===== config.mk =====
export PLATFORM = sky130hd
export DESIGN_NAME = axi_w_router
export DESIGN_NICKNAME = d
export VERILOG_FILES = /design/src/rtl/axi_w_router.sv
export SDC_FILE = /design/constraint.sdc
export NUM_CORES = 1
export LEC_CHECK = 0
export ABC_CLOCK_PERIOD_IN_PS = 5840
export CAP_MARGIN = 20
export CORE_AREA = 2 2 114 116
export DETAILED_ROUTE_END_ITERATION = 8
export DIE_AREA = 0 0 116 118
export MAX_ROUTING_LAYER = met4
export PLACE_DENSITY = 0.73
export SYNTH_ARGS = -nofsm -noshare
export SYNTH_HDL_FRONTEND = slang
export SYNTH_SLANG_ARGS = --single-unit

===== constraint.sdc =====
create_clock -name clk -period 5.84 [get_ports clk]
set_input_delay 1.752 -clock clk [delete_from_list [all_inputs] [get_ports clk]]
set_output_delay 1.752 -clock clk [all_outputs]
set_load 0.1 [all_outputs]

===== src/rtl/axi_w_router.sv =====
// AXI W-channel router: a FIFO of AW targets steers master W beats to one slave.
// Optional AXI_W_REGSLICE_EN adds a per-slave 2-entry skid slice on the slave side.
`ifndef AXI_DATA_BITS
`define AXI_DATA_BITS 32
`endif

module axi_w_router #(
    parameter  int NUM_S       = 6,
    parameter  int ROUTE_DEPTH = 4,
    parameter  int DATA_W      = `AXI_DATA_BITS,
    localparam int STRB_W      = DATA_W / 8,
    localparam int PW          = $clog2(ROUTE_DEPTH),
    localparam int CW          = PW + 1
) (
    input  logic                    clk,
    input  logic                    rst,
    input  logic                    aw_push_i,
    input  logic [NUM_S-1:0]        aw_sel_i,
    output logic                    aw_ready_o,
    input  logic [DATA_W-1:0]       wdata_m_i,
    input  logic [STRB_W-1:0]       wstrb_m_i,
    input  logic                    wlast_m_i,
    input  logic                    wvalid_m_i,
    output logic                    wready_m_o,
    output logic [NUM_S*DATA_W-1:0] wdata_s_o,
    output logic [NUM_S*STRB_W-1:0] wstrb_s_o,
    output logic [NUM_S-1:0]        wlast_s_o,
    output logic [NUM_S-1:0]        wvalid_s_o,
    input  logic [NUM_S-1:0]        wready_s_i,
    output logic [7:0]              beat_cnt_o,
    output logic [CW-1:0]           route_cnt_o
);

    localparam logic [NUM_S-1:0] DEF_SEL = {1'b1, {(NUM_S-1){1'b0}}};

    logic [NUM_S-1:0] route_q [ROUTE_DEPTH];
    logic [PW-1:0]    wr_ptr_q, wr_ptr_d;
    logic [PW-1:0]    rd_ptr_q, rd_ptr_d;
    logic [CW-1:0]    cnt_q, cnt_d;
    logic [7:0]       beat_q, beat_d;
    logic             sel_onehot;
    logic             push, pop, accept, empty;
    logic [NUM_S-1:0] sel_norm, head;

    // Anything that is not exactly one-hot falls back to the default slave
    assign sel_onehot = (aw_sel_i != '0) &&
                        ((aw_sel_i & (aw_sel_i - NUM_S'(1))) == '0);
    assign sel_norm   = sel_onehot ? aw_sel_i : DEF_SEL;

    assign aw_ready_o  = cnt_q < CW'(ROUTE_DEPTH);
    assign empty       = (cnt_q == '0);
    assign head        = empty ? '0 : route_q[rd_ptr_q];
    assign push        = aw_push_i & aw_ready_o;
    assign accept      = wvalid_m_i & wready_m_o;
    assign pop         = accept & wlast_m_i;
    assign route_cnt_o = cnt_q;
    assign beat_cnt_o  = beat_q;

    always_comb begin
        wr_ptr_d = wr_ptr_q;
        rd_ptr_d = rd_ptr_q;
        cnt_d    = cnt_q;
        beat_d   = beat_q;
        if (push) begin
            wr_ptr_d = wr_ptr_q + PW'(1);
        end
        if (pop) begin
            rd_ptr_d = rd_ptr_q + PW'(1);
        end
        unique case ({push, pop})
            2'b10:   cnt_d = cnt_q + CW'(1);
            2'b01:   cnt_d = cnt_q - CW'(1);
            default: cnt_d = cnt_q;
        endcase
        if (accept) begin
            beat_d = wlast_m_i ? 8'd0 : beat_q + 8'd1;
        end
    end

    always_ff @(posedge clk or negedge rst) begin
        if (!rst) begin
            wr_ptr_q <= '0;
            rd_ptr_q <= '0;
            cnt_q    <= '0;
            beat_q   <= '0;
            for (int i = 0; i < ROUTE_DEPTH; i++) begin
                route_q[i] <= '0;
            end
        end else begin
            wr_ptr_q <= wr_ptr_d;
            rd_ptr_q <= rd_ptr_d;
            cnt_q    <= cnt_d;
            beat_q   <= beat_d;
            if (push) begin
                route_q[wr_ptr_q] <= sel_norm;
            end
        end
    end

`ifdef AXI_W_REGSLICE_EN
    logic [NUM_S-1:0] sk_space;

    // Master sees slice space, so the head slave's stall reaches it a beat late
    assign wready_m_o = |(head & sk_space);

    for (genvar i = 0; i < NUM_S; i++) begin : g_skid
        logic [DATA_W-1:0] data_q [2];
        logic [STRB_W-1:0] strb_q [2];
        logic [1:0]        last_q;
        logic              wp_q, rp_q;
        logic [1:0]        n_q, n_d;
        logic              in_v, out_v;

        assign sk_space[i] = (n_q != 2'd2);
        assign in_v        = head[i] & wvalid_m_i & sk_space[i];
        assign out_v       = wvalid_s_o[i] & wready_s_i[i];
        assign n_d         = n_q + {1'b0, in_v} - {1'b0, out_v};

        always_ff @(posedge clk or negedge rst) begin
            if (!rst) begin
                n_q       <= '0;
                wp_q      <= 1'b0;
                rp_q      <= 1'b0;
                last_q    <= '0;
                data_q[0] <= '0;
                data_q[1] <= '0;
                strb_q[0] <= '0;
                strb_q[1] <= '0;
            end else begin
                n_q <= n_d;
                if (in_v) begin
                    data_q[wp_q] <= wdata_m_i;
                    strb_q[wp_q] <= wstrb_m_i;
                    last_q[wp_q] <= wlast_m_i;
                    wp_q         <= ~wp_q;
                end
                if (out_v) begin
                    rp_q <= ~rp_q;
                end
            end
        end

        assign wvalid_s_o[i] = (n_q != 2'd0);
        assign wlast_s_o[i]  = last_q[rp_q];
        assign wdata_s_o[i*DATA_W +: DATA_W] = data_q[rp_q];
        assign wstrb_s_o[i*STRB_W +: STRB_W] =
            wvalid_s_o[i] ? strb_q[rp_q] : '1;
    end
`else
    assign wready_m_o = |(head & wready_s_i);

    for (genvar i = 0; i < NUM_S; i++) begin : g_comb
        assign wvalid_s_o[i] = head[i] & wvalid_m_i;
        assign wlast_s_o[i]  = wlast_m_i;
        assign wdata_s_o[i*DATA_W +: DATA_W] = wdata_m_i;
        assign wstrb_s_o[i*STRB_W +: STRB_W] =
            head[i] ? wstrb_m_i : '1;
    end
`endif

endmodule

==> results by group <==
Outcome
  • Status: completed

Setup path
  • Worst path required time: 4.09 ns
  • CP endpoint kind: output port
  • Crit Path Category: in -> out
  • CP Data Arrival Time: 2.97 ns
  • Critical Path Source Type: input port
  • Max FO, Critical Path: 2

STA
  • Least-Margin Pin Slew: 0.977 ns
  • Max-slew headroom: 34.7%
  • Fin crit share: 80.9%
  • Hold WS: 0.478 ns
  • RSZ-0062 raised after global routing: no
  • Final hold violation count: 0
  • Tmin final: 4.73 ns
  • Clock Skews: 0.00303 ns
  • Setup TNS: 0 ns
  • Final Max Tran Viols: 0
  • # setup viols final: 0
  • Fmax: 0.212 GHz
  • PnR worst setup slack: 1.11 ns

Global route
  • Largest net degree at the start of global routing: 40
  • GR Util All Layers: 10.6%
  • GRT overflow: 0
  • Met1 GRT Util: 10.6%
  • Grt met3 use: 7.57%
  • Vias in the first global route: 1882
  • GR Util met2: 16.6%
  • Top Usage Layer GRT: met2
  • Initial antenna violation count: 0
  • First-pass GRT wire length: 11100 um

Clocking
  • Clock Latency Late Sink: 0.28 ns
  • Num CTS Buffers: 5
  • Clock tree buffer depth: 2
  • CTS sink count: 39
  • Cts hold-fix bufs: 0
  • CTS tree: done
  • Clock Pin Slew Worst Setup and Hold Paths: 0.06 ns
  • Clock root buffer: clkbuf_16
  • # Post-CTS Setup Buffers: 0
  • Post-cts resize count: 0
  • H-tree Lvls: 2

Hold path
  • Tightest Hold Check Type: reg -> reg

Route
  • Pre-antenna DRT Iters: 4
  • Via count: 2010
  • Post-route ant nets: 0
  • Routed WL: 7500 um
  • WL per Instance: 16.2 um
  • Vias per cell: 4.34
  • Initial DRC Count: 80
  • Drt drc: 0

Yosys
  • Post-Synthesis Net Count: 480
  • Sequential area share after synthesis: 26.7%
  • Most common flop cell mapped by yosys: dfrtp_1
  • Flops & latches, synth: 39
  • Largest cells by area after synthesis: buf_4 (41%), dfrtp_1 (27%), nand2_1 (4.4%), or2_2 (4.3%), o21ai_0 (3.6%)
  • EDFF count, synth: 0
  • Mapped Cells: 420
  • Syn. warnings: 0
  • Syn avg cell area: 8.71 sq um
  • Synth top area share: 40.8%
  • Netlist cell types: 33
  • Yosys top cell by area: buf_4
  • Mapped Area: 3660 sq um
  • FFs w/ async S/R, synth: 100%

Placed design
  • Inst Count DP: 455
  • RD Place Congestion: 0.811
  • Post-DP HPWL: 6080 um
  • Pre-CTS setup slack: 1.10 ns
  • Input/output buffers: 69
  • Placed Area: 2930 sq um

Die
  • Core area: 12400 sq um
  • # IOs: 294
  • Die Ht: 118 um
  • Initial core utilization: 29.5%
  • Row count: 41
  • Die Wd: 116 um
  • Die ar.: 13700 sq um

Cells and area
  • Register Area: 976 sq um
  • Number of diodes: 0
  • Layout Utilization: 24.9%
  • Nets: 350
  • Area Growth Syn to Fin: -15.6%
  • Final Cell Area: 3090 sq um
  • Fill cells: 1376
  • Area of the multi-input gates: 1100 sq um
  • Share of layout cells above drive strength 1: 27.5%
  • Fin cells: 463

Pwr
  • Static Leakage: 1.30 nW
  • PD cells: 503 nW/um^2
  • Maximum vdd ir drop: 448 uV
  • Total chip power: 1.55 mW

Flow run
  • Max Cap Viol: 0
-- cells in the mapped netlist (4+ instances only) --
master    count
nand2_1      43
or2_2        25
inv_1        10
buf_4       199
xnor2_1       4
clkbuf_1      5
nand3_1       9
dfrtp_1      39
ha_1          6
nor2_1       10
nor4b_1       4
o21ai_0      26
-- path summary, 6_finish.rpt --
kind / start / endpoint / slack (ns) / cells past startpoint
max in group asynchronous: rst / rd_ptr_q[1]$_DFFE_PN0P_ / 3.60 / 2
worst min-delay path: route_q[5]$_DFFE_PN0P_ / route_q[5]$_DFFE_PN0P_ / 0.48 / 2
min in group asynchronous: rst / beat_cnt_o[3]$_DFFE_PN0N_ / 1.90 / 2
worst max register to register: rd_ptr_q[0]$_DFFE_PN0P_ / route_cnt_o[1]$_DFFE_PN0P_ / 2.55 / 8
worst min register to register: route_q[5]$_DFFE_PN0P_ / route_q[5]$_DFFE_PN0P_ / 0.48 / 2
worst max-delay path: wready_s_i[0] / wready_m_o / 1.11 / 4
-- kinds of logic after synthesis --
kind of cell    Yosys count  synth area share (%)
xor+xnor                  7                  1.68
mux                       7                  4.27
simple gates            108                  15.3
buf+inv                 217                  43.3
flops                    39                  26.7
compound gates           35                  6.22
fa+ha+maj                 7                  2.60
-- final cells by class --
class	instances	share of cell area, %
clock buffers	6	4.50
clock inverters	2	0.527
inverters	10	1.22
multi-input cells	164	35.6
flip-flops and latches	39	31.6
well taps	172	6.97
repair buffers	70	19.6
-- worst max-delay path, cell delays in order --
cell and delay, ns:
clkdlybuf4s50_1 0.40, a22o_1 0.24, o31a_2 0.35, buf_4 0.23
-- cells in the final DEF (no fill, tap or decap), types with 3 or more instances in the layout --
| cell | instances |
|---|---|
| or2_2 | 25 |
| or4_2 | 3 |
| mux4_2 | 3 |
| o21ai_0 | 26 |
| nand3_1 | 9 |
| ha_1 | 6 |
| nor2_1 | 10 |
| nor3b_1 | 3 |
| dfrtp_1 | 39 |
| clkdlybuf4s50_1 | 32 |
| mux4_1 | 3 |
| xnor2_1 | 4 |
| clkbuf_16 | 5 |
| buf_4 | 38 |
| xor2_1 | 3 |
| a211o_1 | 3 |
| inv_1 | 10 |
| nor4b_1 | 4 |
| nand2_1 | 43 |
-- per-layer routing --
metal	vias up	share of wire [%]
met3	13	17
met4	0	1.4
met1	894	33
li1	902	-
met5	-	0
met2	201	48
-- where the power goes --
part           internal [mW]  total [mW]  switching, mW
combinational          0.227       0.868          0.641
clock                  0.171       0.282          0.111
sequential             0.336       0.403         0.0676
total                  0.733        1.55          0.820
-- state kept, by name, indices dropped and copies added, names as in the netlist --
| register | count |
|---|---|
| route_q | 24 |
| beat_cnt_o | 8 |
| route_cnt_o | 3 |
| rd_ptr_q | 2 |
| wr_ptr_q | 2 |
(Power assumes the default switching activity.)
